[src/rtl/decode_queue_if.sv]
// Fetch-side push and issue-side pop bundle for the pre-decoding instruction queue.
interface decode_queue_if #(
    parameter int unsigned DEPTH = 8,
    parameter int unsigned ISSUE = 2
);
    localparam int unsigned CW = $clog2(DEPTH) + 1;

    logic                  flush;
    logic                  in_valid;
    logic                  in_ready;
    logic [31:0]           in_instr;
    logic [31:0]           in_pc;
    logic [ISSUE-1:0]      out_valid;
    logic [ISSUE-1:0]      out_ready;
    logic [32*ISSUE-1:0]   out_instr;
    logic [32*ISSUE-1:0]   out_pc;
    logic [22*ISSUE-1:0]   out_ctrl;
    logic [CW-1:0]         count;

    // Fetch/issue side: drives pushes, pop requests and flush.
    modport master (
        output flush, in_valid, in_instr, in_pc, out_ready,
        input  in_ready, out_valid, out_instr, out_pc, out_ctrl, count
    );

    // Queue side.
    modport slave (
        input  flush, in_valid, in_instr, in_pc, out_ready,
        output in_ready, out_valid, out_instr, out_pc, out_ctrl, count
    );
endinterface

[src/rtl/decode_queue.sv]
// Pre-decoding instruction queue: decodes MIPS instructions into a 22-bit
// control word at enqueue and presents up to ISSUE entries in program order.
module decode_queue #(
    parameter int unsigned DEPTH = 8,
    parameter int unsigned ISSUE = 2
) (
    input logic           clk,
    input logic           rst,
    decode_queue_if.slave bus
);
    localparam int unsigned PW = $clog2(DEPTH);
    localparam int unsigned CW = PW + 1;

    typedef struct packed {
        logic       alu_src;
        logic       imm_sign;
        logic       hilo_wen;
        logic       mem2reg;
        logic       mem_en;
        logic       mem_wen;
        logic       mem_sign;
        logic [1:0] mem_size;
        logic       reg_dst;
        logic       reg_wen;
        logic       branch;
        logic       jump;
        logic       jal;
        logic       jr;
        logic       bal;
        logic       cp0_rd;
        logic       cp0_wen;
        logic       invalid;
        logic       syscall;
        logic       brk;
        logic       eret;
    } ctrl_t;

    function automatic ctrl_t decode(input logic [31:0] instr);
        ctrl_t c;
        c = '0;
        case (instr[31:26])
            6'h00: begin
                case (instr[5:0])
                    6'h00, 6'h02, 6'h03, 6'h04, 6'h06, 6'h07,
                    6'h10, 6'h12, 6'h20, 6'h21, 6'h22, 6'h23,
                    6'h24, 6'h25, 6'h26, 6'h27, 6'h2a, 6'h2b: begin
                        c.reg_dst = 1'b1;
                        c.reg_wen = 1'b1;
                    end
                    6'h11, 6'h13: c.hilo_wen = 1'b1;
                    6'h18, 6'h19, 6'h1a, 6'h1b: c = '0;
                    6'h08: begin
                        c.jump = 1'b1;
                        c.jr   = 1'b1;
                    end
                    6'h09: begin
                        c.reg_dst = 1'b1;
                        c.reg_wen = 1'b1;
                        c.jal     = 1'b1;
                        c.jr      = 1'b1;
                    end
                    6'h0c:   c.syscall = 1'b1;
                    6'h0d:   c.brk     = 1'b1;
                    default: c.invalid = 1'b1;
                endcase
            end
            6'h0c, 6'h0d, 6'h0e, 6'h0f: begin
                c.alu_src = 1'b1;
                c.reg_wen = 1'b1;
            end
            6'h08, 6'h09, 6'h0a, 6'h0b: begin
                c.alu_src  = 1'b1;
                c.imm_sign = 1'b1;
                c.reg_wen  = 1'b1;
            end
            6'h02: c.jump = 1'b1;
            6'h03: begin
                c.reg_dst = 1'b1;
                c.reg_wen = 1'b1;
                c.jal     = 1'b1;
            end
            6'h04, 6'h05, 6'h06, 6'h07: begin
                c.imm_sign = 1'b1;
                c.branch   = 1'b1;
            end
            6'h01: begin
                case (instr[20:16])
                    5'h00, 5'h01: begin
                        c.imm_sign = 1'b1;
                        c.branch   = 1'b1;
                    end
                    5'h10, 5'h11: begin
                        c.imm_sign = 1'b1;
                        c.branch   = 1'b1;
                        c.reg_dst  = 1'b1;
                        c.reg_wen  = 1'b1;
                        c.bal      = 1'b1;
                    end
                    default: c.invalid = 1'b1;
                endcase
            end
            6'h20, 6'h21, 6'h23, 6'h24, 6'h25: begin
                c.alu_src  = 1'b1;
                c.imm_sign = 1'b1;
                c.mem2reg  = 1'b1;
                c.mem_en   = 1'b1;
                c.mem_sign = (instr[31:26] == 6'h20) || (instr[31:26] == 6'h21);
                case (instr[31:26])
                    6'h21, 6'h25: c.mem_size = 2'b01;
                    6'h23:        c.mem_size = 2'b10;
                    default:      c.mem_size = 2'b00;
                endcase
            end
            6'h28, 6'h29, 6'h2b: begin
                c.alu_src  = 1'b1;
                c.imm_sign = 1'b1;
                c.mem_en   = 1'b1;
                c.mem_wen  = 1'b1;
                case (instr[31:26])
                    6'h29:   c.mem_size = 2'b01;
                    6'h2b:   c.mem_size = 2'b10;
                    default: c.mem_size = 2'b00;
                endcase
            end
            6'h10: begin
                if (instr == 32'h4200_0018) begin
                    c.cp0_rd = 1'b1;
                    c.eret   = 1'b1;
                end else begin
                    case (instr[25:21])
                        5'b00100: c.cp0_wen = 1'b1;
                        5'b00000: begin
                            c.reg_wen = 1'b1;
                            c.cp0_rd  = 1'b1;
                        end
                        default: c.invalid = 1'b1;
                    endcase
                end
            end
            default: c.invalid = 1'b1;
        endcase
        return c;
    endfunction

    logic [31:0]   instr_mem [DEPTH];
    logic [31:0]   pc_mem    [DEPTH];
    ctrl_t         ctrl_mem  [DEPTH];

    logic [PW-1:0] rd_ptr;
    logic [PW-1:0] wr_ptr;
    logic [CW-1:0] count;
    logic          push;
    logic [1:0]    pop_n;
    logic [1:0]    rdy;
    logic [1:0]    vld;

    assign bus.in_ready = (count < CW'(DEPTH));
    assign bus.count    = count;

    // Push/pop qualification; slot 1 only pops alongside slot 0.
    always_comb begin
        rdy = '0;
        vld = '0;
        for (int unsigned k = 0; k < ISSUE; k++) begin
            rdy[k] = bus.out_ready[k];
            vld[k] = (count > CW'(k));
        end
        push  = bus.in_valid && bus.in_ready;
        pop_n = 2'(rdy[0] && vld[0]) + 2'(rdy[1] && vld[1] && rdy[0]);
    end

    // Pointer and occupancy update; flush wins over push and pop.
    always_ff @(posedge clk or posedge rst) begin
        if (rst) begin
            rd_ptr <= '0;
            wr_ptr <= '0;
            count  <= '0;
        end else if (bus.flush) begin
            count  <= '0;
            rd_ptr <= wr_ptr;
        end else begin
            if (push) wr_ptr <= wr_ptr + PW'(1);
            rd_ptr <= rd_ptr + PW'(pop_n);
            count  <= count + CW'(push) - CW'(pop_n);
        end
    end

    // Entry storage written with the decoded control word at enqueue.
    always_ff @(posedge clk) begin
        if (push && !bus.flush) begin
            instr_mem[wr_ptr] <= bus.in_instr;
            pc_mem[wr_ptr]    <= bus.in_pc;
            ctrl_mem[wr_ptr]  <= decode(bus.in_instr);
        end
    end

    // Issue slots: k-th oldest entry, zeroed when the slot is empty.
    always_comb begin
        logic [PW-1:0] idx;
        bus.out_valid = '0;
        bus.out_instr = '0;
        bus.out_pc    = '0;
        bus.out_ctrl  = '0;
        idx           = '0;
        for (int unsigned k = 0; k < ISSUE; k++) begin
            idx = rd_ptr + PW'(k);
            if (count > CW'(k)) begin
                bus.out_valid[k]        = 1'b1;
                bus.out_instr[32*k +: 32] = instr_mem[idx];
                bus.out_pc[32*k +: 32]    = pc_mem[idx];
                bus.out_ctrl[22*k +: 22]  = ctrl_mem[idx];
            end
        end
    end
endmodule

[src/flat_wrapper.sv]
// flat-port wrapper written by rule: the top's interface ports become plain ports
module decode_queue_flat 
#(
    parameter int unsigned DEPTH = 8,
    parameter int unsigned ISSUE = 2
)
  (clk, rst, bus_flush, bus_in_valid, bus_in_instr, bus_in_pc, bus_out_ready, bus_in_ready, bus_out_valid, bus_out_instr, bus_out_pc, bus_out_ctrl, bus_count);
  decode_queue_if #(.DEPTH(DEPTH), .ISSUE(ISSUE)) bus_i ();
  input logic clk;
  input logic rst;
  input wire logic [$bits(bus_i.flush)-1:0] bus_flush;
  input wire logic [$bits(bus_i.in_valid)-1:0] bus_in_valid;
  input wire logic [$bits(bus_i.in_instr)-1:0] bus_in_instr;
  input wire logic [$bits(bus_i.in_pc)-1:0] bus_in_pc;
  input wire logic [$bits(bus_i.out_ready)-1:0] bus_out_ready;
  output wire logic [$bits(bus_i.in_ready)-1:0] bus_in_ready;
  output wire logic [$bits(bus_i.out_valid)-1:0] bus_out_valid;
  output wire logic [$bits(bus_i.out_instr)-1:0] bus_out_instr;
  output wire logic [$bits(bus_i.out_pc)-1:0] bus_out_pc;
  output wire logic [$bits(bus_i.out_ctrl)-1:0] bus_out_ctrl;
  output wire logic [$bits(bus_i.count)-1:0] bus_count;
  assign bus_i.flush = bus_flush;
  assign bus_i.in_valid = bus_in_valid;
  assign bus_i.in_instr = bus_in_instr;
  assign bus_i.in_pc = bus_in_pc;
  assign bus_i.out_ready = bus_out_ready;
  assign bus_in_ready = bus_i.in_ready;
  assign bus_out_valid = bus_i.out_valid;
  assign bus_out_instr = bus_i.out_instr;
  assign bus_out_pc = bus_i.out_pc;
  assign bus_out_ctrl = bus_i.out_ctrl;
  assign bus_count = bus_i.count;
  decode_queue #(.DEPTH(DEPTH), .ISSUE(ISSUE)) u_core (.clk(clk), .rst(rst), .bus(bus_i));
endmodule
[config.mk]
export PLATFORM = sky130hd
export DESIGN_NAME = decode_queue_flat
export DESIGN_NICKNAME = d
export VERILOG_FILES = /design/src/rtl/decode_queue_if.sv /design/src/rtl/decode_queue.sv /design/src/flat_wrapper.sv
export SDC_FILE = /design/constraint.sdc
export NUM_CORES = 1
export LEC_CHECK = 0
export ABC_CLOCK_PERIOD_IN_PS = 9000
export BUFFER_PORTS_ARGS = -buffer_cell sky130_fd_sc_hd__clkbuf_2
export CORE_AREA = 10 10 391 298
export CTS_BUF_LIST = sky130_fd_sc_hd__clkbuf_8
export DETAILED_ROUTE_END_ITERATION = 10
export DIE_AREA = 0 0 401 308
export GPL_TIMING_DRIVEN = 0
export SETUP_SLACK_MARGIN = 0.02
export SKIP_LAST_GASP = 1
export SLEW_MARGIN = 20
export SYNTH_ARGS = -nofsm -noshare
export SYNTH_HDL_FRONTEND = slang
export SYNTH_SLANG_ARGS = --single-unit
[constraint.sdc]
create_clock -name clk -period 9 [get_ports clk]
set_input_delay 0.9 -clock clk [delete_from_list [all_inputs] [get_ports clk]]
set_output_delay 0.9 -clock clk [all_outputs]
set_load 0.01 [all_outputs]
==> flow_summary.json, run 1 <==
{
  "power.density_mw_per_mm2": 364,
  "power.ir.vdd_worst_uv": 166,
  "crit_chain": "inv_1 -> ha_1 -> nor3b_4 -> buf_8 -> clkbuf_1 -> buf_1 -> nor2_1 -> clkbuf_2",
  "layout_common_cells": "sky130_fd_sc_hd__edfxtp_1, sky130_fd_sc_hd__mux4_2, sky130_fd_sc_hd__clkbuf_2",
  "post_synth_edffs": 688,
  "max_cap_viol_count": 0,
  "grt_usage": 0.165,
  "rsz0062_at_grt": "false",
  "initial_utilization": 0.299,
  "buffer_ports.inserted": 247,
  "cts_tree": "yes",
  "portion_of_total_power_attributed_to_sequential_cells": 0.276,
  "grt-ovfl-total": 0,
  "power.combinational.fraction": 0.524,
  "synth-main-ff-cell": "sky130_fd_sc_hd__edfxtp_1",
  "antenna_found_initial": 14,
  "first_global_vias": 20739,
  "finalCritPeriodShare": 0.570,
  "ctsResizeCount": 0,
  "worst_path_max_delay_cell": "sky130_fd_sc_hd__clkbuf_1",
  "yosys_register_bits": 698,
  "run_status": "complete, no violations",
  "hold_buffers": 0,
  "power_report.internal_total_mw": 8.26,
  "cell_class_contributing_the_biggest_share_of_worst_path_delay": "buffers and inverters",
  "timing_hold_violations_final": 0,
  "drc": 0,
  "place.gp.congestion": 0.780,
  "fin_nets": 2254,
  "design.portCount": 249,
  "drt-pass1-iter-count": 6,
  "timing_worst_slew_pin_value_ps": 1120,
  "fp.dieW_um": 401,
  "arrival_time_at_the_worst_endpoint_ps": 4230,
  "floorplan.rows": 105,
  "synthDistinctLibCells": 46,
  "synthCells": 1744,
  "postSynthNetCount": 1827,
  "antenna_left": 0,
  "register_area_mm2": 0.0209,
  "dr_total_vias": 19748,
  "syn-mean-instance-area_um2": 18.6,
  "layout.cells.most_common": "sky130_fd_sc_hd__edfxtp_1",
  "synth_seq_area_share": 0.644,
  "timing.max_slew.rel_slack": 0.256,
  "total_power_mw": 14.2,
  "areaGrowthSynthToFinish_pct": 19.9,
  "routed_length_per_placed_instance_um": 28.2,
  "synth.area.top_cells": "sky130_fd_sc_hd__edfxtp_1, sky130_fd_sc_hd__mux4_2, sky130_fd_sc_hd__mux2i_1, sky130_fd_sc_hd__nand2_1, sky130_fd_sc_hd__a21oi_1",
  "hold_path.class": "in2async",
  "cts.htree.levels": 3,
  "crit_path_max_incr_delay_ps": 830,
  "cts-buffers-inserted": 116,
  "report.final.slew_viol_count": 0,
  "core_area_mm2": 0.109,
  "power.switching_mw": 5.90,
  "yosysTopAreaCell": "sky130_fd_sc_hd__edfxtp_1",
  "max-clock-path-buffers": 3,
  "power_switching_share": 0.416,
  "wl_um": 105000,
  "final.min_clock_period_ps": 5130,
  "dieArea_mm2": 0.124,
  "power_leakage_nw": 13.2,
  "max_clock_freq_mhz": 195,
  "grt_pass1_wl_um": 150000,
  "crit_path_max_fanout": 10,
  "via_per_inst": 5.32,
  "hpwl_um": 74200,
  "post_cts_setup_buffer_count": 0,
  "layout_filler_cell_count": 10140,
  "critical_path_class": "reg2out",
  "postSynth.asyncResetShare": 0.0143,
  "post_dp_cell_area_mm2": 0.0366,
  "synth_top_cell_area_share": 0.636,
  "die_h_um": 308,
  "grt_max_degree": 20,
  "worst-endpoint-required_ps": 8100,
  "critPathBufInv": 5,
  "final_standard_cell_area_without_fillers_mm2": 0.0390,
  "clkPwrFrac": 0.199,
  "cts.clk_slew.worst_paths_ps": 60,
  "worstSkewPairLatency_ps": 780,
  "finalSetupViolations": 0,
  "drt_first_iter_violations": 2211,
  "cts_num_sinks": 698,
  "setup.worst_path.start_class": "register",
  "total_area_of_multi_input_combinational_cells_mm2": 0.0110,
  "fraction_of_final_layout_cells_with_drive_strength_greater_than_1": 0.408,
  "clock_skew_ps": 50.2,
  "cts_root_buffer": "sky130_fd_sc_hd__clkbuf_8",
  "synth.yosys.warnings": 0,
  "post_synthesis_cell_area_mm2": 0.0325,
  "cp-end-kind": "primary output"
}
-- worst reg2reg max path, delay by kind of cell (launching register included) --
family | cells | cell delay (ps)
fa+ha+maj | 5 | 1520
flops | 1 | 380
buf+inv | 4 | 1220
simple gates | 3 | 790
xor+xnor | 1 | 170
-- per-stage QoR --
step	TNS [ps]	util	setup slack, ps	hold slack [ps]	std cells
floorplan	0	-	1020	494	1744
global placement	-1918240	0.327	-6890	525	3435
detailed placement	0	0.337	4480	552	3497
CTS	0	0.358	3650	102	3709
global route	0	0.358	3630	170	3711
finish	0	0.358	3870	143	3712
-- kinds of logic after synthesis --
logic type | synth area share
fa+ha+maj | 0.00547
mux | 0.266
flops | 0.644
buf+inv | 0.0204
compound gates | 0.0185
simple gates | 0.0441
xor+xnor | 0.00189
-- layout make-up --
cell class              count  share of cell area
repair buffers            309              0.0576
plain buffers             128              0.0160
well taps                1444              0.0464
multi-input cells         907               0.283
clock inverters            95              0.0180
diodes                      3            0.000193
inverters                  11             0.00106
clock buffers             117              0.0413
flip-flops and latches    698               0.537
-- cell usage after synthesis, types with 3 or more instances --
| master | n |
|---|---|
| sky130_fd_sc_hd__inv_1 | 9 |
| sky130_fd_sc_hd__nor2_1 | 107 |
| sky130_fd_sc_hd__o21ai_0 | 3 |
| sky130_fd_sc_hd__edfxtp_1 | 688 |
| sky130_fd_sc_hd__mux2_2 | 3 |
| sky130_fd_sc_hd__nor2b_1 | 6 |
| sky130_fd_sc_hd__clkbuf_1 | 33 |
| sky130_fd_sc_hd__mux2i_1 | 86 |
| sky130_fd_sc_hd__xnor2_1 | 5 |
| sky130_fd_sc_hd__nand2_1 | 184 |
| sky130_fd_sc_hd__a21oi_1 | 98 |
| sky130_fd_sc_hd__dfrtp_1 | 10 |
| sky130_fd_sc_hd__buf_2 | 87 |
| sky130_fd_sc_hd__ha_1 | 11 |
| sky130_fd_sc_hd__nor3_1 | 9 |
| sky130_fd_sc_hd__mux4_2 | 344 |
| sky130_fd_sc_hd__buf_4 | 5 |
| sky130_fd_sc_hd__nand3_1 | 3 |
| sky130_fd_sc_hd__nor4b_1 | 4 |
| sky130_fd_sc_hd__nand2b_1 | 10 |
| sky130_fd_sc_hd__nor4_1 | 4 |
-- final timing paths --
check / cells past startpoint / slack [ps] / from / endpoint
setup / recovery: 8 / 3870 / u_core.bus.count[2] / bus_out_ctrl[17]
hold / removal: 2 / 140 / rst / u_core.wr_ptr[0]
setup reg to reg: 13 / 4800 / u_core.bus.count[2] / u_core.bus.count[2]
hold reg to reg: 1 / 570 / u_core.wr_ptr[0] / u_core.wr_ptr[0]
max in group asynchronous: 2 / 8520 / rst / u_core.rd_ptr[1]
min in group clk: 1 / 410 / bus_in_pc[3] / u_core.pc_mem[4][3]
-- power groups by stage --
stage / registers (mW) / clock network, mW / logic, mW
floorplan: 3.97 / 0 / 4.52
CTS: 3.91 / 2.87 / 7.60
detailed placement: 3.98 / 0 / 7.57
global route: 3.93 / 3.02 / 7.98
finish: 3.91 / 2.82 / 7.43
global placement: 4.03 / 0 / 7.44
-- metal layers --
layer,GRT usage,vias to the layer above,wire length (µm)
met3,0.0429,180,9440
li1,-,8078,-
met1,0.223,10470,43600
met2,0.263,1002,48900
met4,0.0444,18,2580
met5,0,-,103
-- sequential cells by signal, summed over array words and instances, names as in the netlist --
signal	flops
u_core.instr_mem	256
u_core.bus.count	4
u_core.pc_mem	256
u_core.wr_ptr	3
u_core.ctrl_mem	176
u_core.rd_ptr	3
Note: power is estimated with default switching activity, not from simulation.
==> inputs of run 2 (changes only) <==
--- a/config.mk
+++ b/config.mk
@@ -5,7 +5,7 @@
 export SDC_FILE = /design/constraint.sdc
 export NUM_CORES = 1
 export LEC_CHECK = 0
-export ABC_CLOCK_PERIOD_IN_PS = 9000
+export ABC_CLOCK_PERIOD_IN_PS = 4900
 export BUFFER_PORTS_ARGS = -buffer_cell sky130_fd_sc_hd__clkbuf_2
 export CORE_AREA = 10 10 391 298
 export CTS_BUF_LIST = sky130_fd_sc_hd__clkbuf_8
==> constraint.sdc (replaced) <==
create_clock -name clk -period 4.9 [get_ports clk]
set_input_delay 0.49 -clock clk [delete_from_list [all_inputs] [get_ports clk]]
set_output_delay 0.49 -clock clk [all_outputs]
set_load 0.01 [all_outputs]
==> run 2 against run 1 <==
Effect of this change:
- clock power rose by 73%
- first-iteration DRC count fell by 7.1%
- final cell count rose by 0.75%
- clock-buffer cell count fell by 1
==> flow_summary.json, run 2 (same netlist as run 1, synthesis figures left out) <==
{
  "run_status": "complete, no violations",
  "floorplan.rows": 105,
  "worstSkewPairLatency_ps": 770,
  "arrival_time_at_the_worst_endpoint_ps": 4080,
  "drt_first_iter_violations": 2053,
  "drt-pass1-iter-count": 6,
  "cts.htree.levels": 3,
  "power.ir.vdd_worst_uv": 351,
  "max_cap_viol_count": 0,
  "power.density_mw_per_mm2": 656,
  "crit_path_max_incr_delay_ps": 870,
  "max_clock_freq_mhz": 219,
  "setup.worst_path.start_class": "register",
  "design.portCount": 249,
  "register_area_mm2": 0.0209,
  "total_area_of_multi_input_combinational_cells_mm2": 0.0110,
  "fraction_of_final_layout_cells_with_drive_strength_greater_than_1": 0.397,
  "cts_num_sinks": 698,
  "layout_filler_cell_count": 10162,
  "largest_registers": "u_core.instr_mem: 256 flops, u_core.pc_mem: 256 flops, u_core.ctrl_mem: 176 flops",
  "cts_tree": "yes",
  "hold_buffers": 38,
  "die_h_um": 308,
  "dr_total_vias": 19723,
  "hpwl_um": 73000,
  "fp.dieW_um": 401,
  "routed_length_per_placed_instance_um": 27.7,
  "wl_um": 104000,
  "post_dp_cell_area_mm2": 0.0367,
  "crit_chain": "inv_1 -> ha_1 -> nor3b_4 -> clkbuf_1 -> buf_1 -> nor2_1 -> clkbuf_2",
  "final_standard_cell_area_without_fillers_mm2": 0.0394,
  "report.final.slew_viol_count": 0,
  "hold_path.class": "in2reg",
  "grt_usage": 0.164,
  "cts.clk_slew.worst_paths_ps": 60,
  "post_cts_setup_buffer_count": 0,
  "via_per_inst": 5.27,
  "first_global_vias": 20782,
  "ctsResizeCount": 0,
  "cts_root_buffer": "sky130_fd_sc_hd__clkbuf_8",
  "layout.cells.most_common": "sky130_fd_sc_hd__edfxtp_1",
  "cp-end-kind": "primary output",
  "post-route-util": 0.362,
  "power_leakage_nw": 13.3,
  "finalSetupViolations": 0,
  "buffer_ports.inserted": 247,
  "place.gp.congestion": 0.770,
  "initial_utilization": 0.299,
  "timing_worst_slew_pin_value_ps": 1290,
  "grt_pass1_wl_um": 149000,
  "fin_nets": 2282,
  "timing_hold_violations_final": 0,
  "grt-ovfl-total": 0,
  "critPathBufInv": 4,
  "worst_path_max_delay_cell": "sky130_fd_sc_hd__clkbuf_1",
  "crit_path_max_fanout": 10,
  "antenna_left": 0,
  "worst-endpoint-required_ps": 4410,
  "cell_class_contributing_the_biggest_share_of_worst_path_delay": "buffers and inverters",
  "finalCritPeriodShare": 0.933,
  "max-clock-path-buffers": 3,
  "cts-buffers-inserted": 115,
  "final.min_clock_period_ps": 4570,
  "layout_common_cells": "sky130_fd_sc_hd__edfxtp_1, sky130_fd_sc_hd__mux4_2, sky130_fd_sc_hd__clkbuf_2",
  "drc": 0,
  "core_area_mm2": 0.109,
  "clock_skew_ps": 66.6,
  "timing.max_slew.rel_slack": 0.143,
  "areaGrowthSynthToFinish_pct": 21.1,
  "rsz0062_at_grt": "false",
  "total_power_mw": 25.8,
  "critical_path_class": "reg2out",
  "dieArea_mm2": 0.124,
  "whs_ps": 65.7,
  "antenna_found_initial": 14,
  "fin_tns_setup_ps": 0,
  "grt_max_degree": 20
}
-- run 2: where the power goes --
group | leakage, nW | total [mW] | internal [mW] | switching [mW]
registers | 6.36 | 7.20 | 7.00 | 0.204
logic | 5.76 | 13.7 | 5.50 | 8.21
clock network | 1.23 | 4.89 | 2.49 | 2.40
-- run 2: metrics by stage --
step,setup slack (ps),instances
finish,330,3740
global route,66.3,3739
CTS,164,3734
detailed placement,822,3488
global placement,-5030,3435
floorplan,-368,1744
-- run 2: final timing paths --
| kind | start | endpoint | slack [ps] | depth (start not counted) |
|---|---|---|---|---|
| worst max-delay path | u_core.bus.count[3] | bus_out_ctrl[13] | 330 | 7 |
| worst min-delay path | bus_in_instr[19] | u_core.instr_mem[0][19] | 70 | 1 |
| worst max register to register | u_core.bus.count[3] | u_core.bus.count[2] | 910 | 12 |
| worst min register to register | u_core.wr_ptr[0] | u_core.wr_ptr[0] | 560 | 1 |
| max in group asynchronous | rst | u_core.rd_ptr[2] | 4290 | 3 |
| min in group asynchronous | rst | u_core.bus.count[3] | 280 | 3 |
-- run 2: worst register-to-register path, delay by kind of cell (launching register included) --
| kind | cells | cell delay (ps) |
|---|---|---|
| xor+xnor | 1 | 180 |
| fa+ha+maj | 5 | 1510 |
| simple gates | 3 | 740 |
| buf+inv | 3 | 1030 |
| flops | 1 | 400 |
-- run 2: area by class of cell --
| class | instances | area share |
|---|---|---|
| clock buffer | 116 | 0.0406 |
| inverter | 11 | 0.00105 |
| antenna | 6 | 0.000381 |
| sequential | 698 | 0.531 |
| clock inverter | 92 | 0.0151 |
| multi-input combinational | 907 | 0.280 |
| timing repair buffer | 338 | 0.0697 |
| buffer | 128 | 0.0158 |
| tap | 1444 | 0.0459 |
-- run 2: per-layer routing --
| layer | wire length [µm] | GRT usage | vias to the layer above |
|---|---|---|---|
| met3 | 8580 | 0.0429 | 174 |
| met2 | 49700 | 0.268 | 932 |
| li1 | - | - | 8136 |
| met4 | 2510 | 0.0427 | 12 |
| met5 | 65 | 0 | - |
| met1 | 42700 | 0.216 | 10469 |
